[src/rtl/register_file_16x32_if.sv]
// Bus interface for register_file_16x32.
// Carries the write port, the PC increment strobe, both read ports and the
// registered status outputs. Clock and reset are plain ports of the module.
//   master : drives write_en/write_sel/write_data/pc_inc_en/read_sel_a/read_sel_b,
//            observes read_data_a/read_data_b/pc_out/write_done/write_count
//   slave  : the register file itself (direction mirrored)
interface register_file_16x32_if;
   logic        write_en;
   logic [3:0]  write_sel;
   logic [31:0] write_data;
   logic        pc_inc_en;
   logic [3:0]  read_sel_a;
   logic [3:0]  read_sel_b;
   logic [31:0] read_data_a;
   logic [31:0] read_data_b;
   logic [31:0] pc_out;
   logic        write_done;
   logic [7:0]  write_count;

   modport master (
      output write_en, write_sel, write_data, pc_inc_en, read_sel_a, read_sel_b,
      input  read_data_a, read_data_b, pc_out, write_done, write_count
   );

   modport slave (
      input  write_en, write_sel, write_data, pc_inc_en, read_sel_a, read_sel_b,
      output read_data_a, read_data_b, pc_out, write_done, write_count
   );
endinterface

[src/rtl/register_file_16x32.sv]
// 16 x 32-bit register file, r15 doubling as the program counter.
// Ports:
//   clk   - single clock, all state updates on the rising edge
//   reset - asynchronous active-high reset (r0..r14 = 0, r15 = PC_RESET)
//   bus   - register_file_16x32_if.slave: one write port, two combinational
//           read ports with write-through bypass, PC increment strobe,
//           pc_out, write_done pulse and an 8-bit wrapping write counter.
// Parameters:
//   PC_RESET - value of r15 after reset
//   PC_STEP  - amount added to r15 when pc_inc_en is high
module register_file_16x32 #(
   parameter logic [31:0] PC_RESET = 32'd0,
   parameter logic [31:0] PC_STEP  = 32'd4
) (
   input  logic                 clk,
   input  logic                 reset,
   register_file_16x32_if.slave bus
);

   logic [31:0] regs [16];
   logic [15:0] write_hit;
   logic        write_done_q;
   logic [7:0]  write_count_q;
   logic        bypass_en;

   // One-hot write decode; gated by write_en so an undefined write_sel
   // cannot select anything while the port is idle.
   always_comb begin
      write_hit = '0;
      if (bus.write_en) begin
         write_hit = 16'd1 << bus.write_sel;
      end
   end

   always_ff @(posedge clk or posedge reset) begin
      if (reset) begin
         for (int unsigned i = 0; i < 15; i++) begin
            regs[i] <= '0;
         end
         regs[15]      <= PC_RESET;
         write_done_q  <= 1'b0;
         write_count_q <= '0;
      end else begin
         for (int unsigned i = 0; i < 15; i++) begin
            if (write_hit[i]) begin
               regs[i] <= bus.write_data;
            end
         end
         // An explicit write to r15 takes priority over the increment.
         if (write_hit[15]) begin
            regs[15] <= bus.write_data;
         end else if (bus.pc_inc_en) begin
            regs[15] <= regs[15] + PC_STEP;
         end
         write_done_q <= bus.write_en;
         if (bus.write_en) begin
            write_count_q <= write_count_q + 8'd1;
         end
      end
   end

   // Write-through bypass is suppressed during reset so reads show the
   // reset contents rather than the ignored write data.
   assign bypass_en = bus.write_en && !reset;

   assign bus.read_data_a = (bypass_en && (bus.write_sel == bus.read_sel_a))
                            ? bus.write_data : regs[bus.read_sel_a];
   assign bus.read_data_b = (bypass_en && (bus.write_sel == bus.read_sel_b))
                            ? bus.write_data : regs[bus.read_sel_b];

   assign bus.pc_out      = regs[15];
   assign bus.write_done  = write_done_q;
   assign bus.write_count = write_count_q;

endmodule

[src/flat_wrapper.sv]
// flat-port wrapper written by rule: the top's interface ports become plain ports
module register_file_16x32_flat 
#(
   parameter logic [31:0] PC_RESET = 32'd0,
   parameter logic [31:0] PC_STEP  = 32'd4
)
  (clk, reset, bus_write_en, bus_write_sel, bus_write_data, bus_pc_inc_en, bus_read_sel_a, bus_read_sel_b, bus_read_data_a, bus_read_data_b, bus_pc_out, bus_write_done, bus_write_count);
  register_file_16x32_if bus_i ();
  input  logic clk;
  input  logic reset;
  input wire logic [$bits(bus_i.write_en)-1:0] bus_write_en;
  input wire logic [$bits(bus_i.write_sel)-1:0] bus_write_sel;
  input wire logic [$bits(bus_i.write_data)-1:0] bus_write_data;
  input wire logic [$bits(bus_i.pc_inc_en)-1:0] bus_pc_inc_en;
  input wire logic [$bits(bus_i.read_sel_a)-1:0] bus_read_sel_a;
  input wire logic [$bits(bus_i.read_sel_b)-1:0] bus_read_sel_b;
  output wire logic [$bits(bus_i.read_data_a)-1:0] bus_read_data_a;
  output wire logic [$bits(bus_i.read_data_b)-1:0] bus_read_data_b;
  output wire logic [$bits(bus_i.pc_out)-1:0] bus_pc_out;
  output wire logic [$bits(bus_i.write_done)-1:0] bus_write_done;
  output wire logic [$bits(bus_i.write_count)-1:0] bus_write_count;
  assign bus_i.write_en = bus_write_en;
  assign bus_i.write_sel = bus_write_sel;
  assign bus_i.write_data = bus_write_data;
  assign bus_i.pc_inc_en = bus_pc_inc_en;
  assign bus_i.read_sel_a = bus_read_sel_a;
  assign bus_i.read_sel_b = bus_read_sel_b;
  assign bus_read_data_a = bus_i.read_data_a;
  assign bus_read_data_b = bus_i.read_data_b;
  assign bus_pc_out = bus_i.pc_out;
  assign bus_write_done = bus_i.write_done;
  assign bus_write_count = bus_i.write_count;
  register_file_16x32 #(.PC_RESET(PC_RESET), .PC_STEP(PC_STEP)) u_core (.clk(clk), .reset(reset), .bus(bus_i));
endmodule
[config.mk]
export PLATFORM = sky130hd
export DESIGN_NAME = register_file_16x32_flat
export DESIGN_NICKNAME = d
export VERILOG_FILES = /design/src/rtl/register_file_16x32_if.sv /design/src/rtl/register_file_16x32.sv /design/src/flat_wrapper.sv
export SDC_FILE = /design/constraint.sdc
export NUM_CORES = 1
export LEC_CHECK = 0
export ABC_AREA = 1
export CAP_MARGIN = 10
export CORE_MARGIN = 2
export CORE_UTILIZATION = 28
export DETAILED_ROUTE_END_ITERATION = 10
export SLEW_MARGIN = 20
export SYNTH_ARGS = -nofsm -noshare
export SYNTH_HDL_FRONTEND = slang
export SYNTH_SLANG_ARGS = --single-unit
[constraint.sdc]
create_clock -name clk -period 50.9 [get_ports clk]
set_clock_uncertainty 0.1 [all_clocks]
set_input_delay 10.18 -clock clk [delete_from_list [all_inputs] [get_ports clk]]
set_output_delay 10.18 -clock clk [all_outputs]
set_load 0.01 [all_outputs]
==> reports/metrics.cfg <==
[placement]
hpwlAfterDp_um = 68060
gp_congestion = 0.8558
portBuffers = 152
placed_cells = 5837
pre_cts_ws_ns = 26.22

[clocking]
cts_buffer_depth = 3
cts.root.buffer_cell = clkbuf_16
clk_latency_ns = 0.67
cts-htree-levels = 2
cts_tree = built
cts_buffers = 57
ctsHoldBuffers = 0
clock-sinks = 521
post-cts-setup-buffers = 0
cts_resized = 0
path_clk_slew_ns = 0.06

[yosys]
synth_area_um2 = 30700
yosys.area.top_type_share_pct = 42.47
synth.most_common_cell = nand2_1
ys_seq_elements = 521
ys.flop_type = dfrtp_1
ys_types = 30
synthCells = 4611
synth.largest_area_cell = dfrtp_1
netlist_top_cells_count = 2012 x nand2_1, 803 x nand3_1, 521 x dfrtp_1
seq_area_frac_synth_pct = 42.47
synth.area.top_cells = dfrtp_1 42%, nand2_1 25%, nand3_1 13%, o21ai_0 5.9%, buf_2 2.5%
synth_nets = 4661
synth_edf_count = 0
yosysWarnings = 0
syn_area_per_cell_um2 = 6.658
synth-async-reset-ratio_pct = 100.0

[power_and_ir_drop]
power_density_nw_per_um2 = 39.49
ir_drop_mv = 0.02869
power_uw = 1370
leakage_uw = 0.01625

[critical_path]
cp-startpoint = bus_read_sel_a[0]
reg2reg_to = u_core.bus.pc_out[30]
ff2ff_path_depth = 10
r2r-start = u_core.bus.pc_out[2]
critPathKind = primary input to output port
r2r_slack_ns = 48.57
worstSetupStartpointType = primary input
cp_max_fo = 89
cp_data_required_time_ns = 40.62
endpoint_kind = output port
critPathArrivalTime_ns = 14.58

[worst_hold_path]
hold_path_depth = 1
worst_hold_path_type = register to register
holdCritStartpoint = u_core.bus.write_count[7]
min_to = u_core.bus.write_count[7]

[sta]
tightest_slew_ns = 1.242
worst_slack_ns = 26.04
min_period_ns = 24.86
whs_ns = 0.3660
drv_slew = 0
hold_viol_final = 0
setup_viol = 0
finalCritPeriodShare_pct = 48.84
timing.fmax_mhz = 40.23
slew_headroom_pct = 17.23
rsz0062_at_grt = false
fin_setup_tns_ns = 0

[floorplan]
num_rows = 121
die_area_um2 = 112300
initial_core_util_pct = 28.20
die_h_um = 335.1
die_w_um = 335.1
core_um2 = 108900
ios = 153

[finish]
fin_nets = 4532
regArea_um2 = 13040
area_delta_synth_final_pct = 13.02
drive_gt1_share_pct = 4.482
antenna_cells = 0
final_cells = 5943
fillers = 11710
multi_input_area_um2 = 15480

[detailed_routing]
ant_nets = 0
dr.pass1.iters = 9
drc = 0
vias = 31280
drt_iter0_drc = 3953
drt-total-wl_um = 124100
vias_per_cell = 5.263
wl_per_cell_um = 20.89

[global_route]
grt_overflow = 0
grt_pass1_wl_um = 187000
grt_max_degree = 164
track_usage_pct = 21.64
grt_pass1_vias = 29140
antenna_found_initial = 3

[outcome]
status = completed

[job]
cap_violations = 0

==> layer usage <==
| metal | track usage [%] | part of all wire [%] |
|---|---|---|
| met5 | 0 | 0.033 |
| met3 | 3.015 | 8.6 |
| met2 | 35.09 | 45 |
| met1 | 28.87 | 42 |
| met4 | 9.045 | 4.2 |
==> cells by family after synthesis <==
kind of cell / synth area share [%]
buffers and inverters: 7.304
DFF: 42.47
AOI/OAI and AO/OA: 8.539
and+or+nand+nor: 40.98
adders and majority gates: 0.08150
xor gates and xnor gates: 0.6277
==> worst max-delay path by stage <==
stage / cells past startpoint / slack [ns] / end
floorplan: 6 / 17.76 / bus_read_data_b[10]
detailed placement: 13 / 26.22 / bus_read_data_a[10]
global route: 13 / 25.91 / bus_read_data_a[10]
finish: 13 / 26.04 / bus_read_data_a[10]
CTS: 13 / 26.22 / bus_read_data_a[10]
global placement: 13 / 26.24 / bus_read_data_a[10]
==> power by group <==
part           internal, uW  switching, uW  leakage, uW
sequential              505           88.0      0.00645
clock                   267            188      0.00101
combinational           129            192      0.00879
total                   902            469       0.0163
==> layout by cell type (no fill, tap or decap), types with 2 or more instances in the layout <==
cell / synthesis / final
a21oi_1: 126 / 125
buf_2: 151 / 2
buf_4: 34 / 57
bufinv_16: 0 / 8
clkbuf_1: 175 / 7
clkbuf_16: 0 / 58
clkbuf_8: 0 / 13
clkdlybuf4s50_1: 0 / 144
clkinv_2: 0 / 16
clkinv_4: 0 / 2
dfrtp_1: 521 / 521
ha_1: 2 / 2
inv_1: 106 / 101
inv_2: 10 / 10
inv_4: 0 / 2
inv_8: 0 / 3
nand2_1: 2012 / 2004
nand2_2: 1 / 9
nand3_1: 803 / 802
nand3_2: 4 / 5
nand4_1: 33 / 33
nor2_1: 169 / 167
nor2_2: 4 / 3
nor2_4: 4 / 7
nor3_1: 7 / 7
o211ai_1: 6 / 6
o21ai_0: 364 / 364
o21ai_1: 7 / 7
o21bai_1: 2 / 2
o221ai_1: 2 / 2
o22ai_1: 9 / 9
xnor2_1: 5 / 5
xor2_1: 17 / 17
==> metrics by stage <==
step | area (um^2) | util, %
final | 34700 | 31.87
after global routing | 34700 | 31.87
after CTS | 34690 | 31.87
after detailed placement | 32660 | 30.01
after global placement | 32660 | 30.01
after floorplan | 30700 | -
==> sequential cells by signal, summed over array words and instances (netlist names) <==
signal                  cells
u_core.bus.pc_out          32
u_core.bus.write_count      8
u_core.bus.write_done       1
u_core.regs               480
==> worst max-delay path, cell delays in order <==
cell and delay, ns:
clkbuf_8 0.31, inv_8 0.60, buf_4 0.92, buf_4 0.93
nand2_1 0.12, nand3_1 0.11, nand3_1 0.09, nand2_1 0.09
nand2_1 0.05, nand2_1 0.13, nand2_1 0.18, nand2_1 0.12
clkdlybuf4s50_1 0.54
==> layout make-up <==
type | count | share of cell area, %
multi-input cells | 3579 | 44.62
flip-flops and latches | 521 | 37.58
repair buffers | 205 | 5.499
well taps | 1414 | 5.099
clock buffers | 77 | 4.735
inverters | 118 | 1.360
clock inverters | 29 | 1.111
Note: power is estimated with default switching activity, not from simulation.
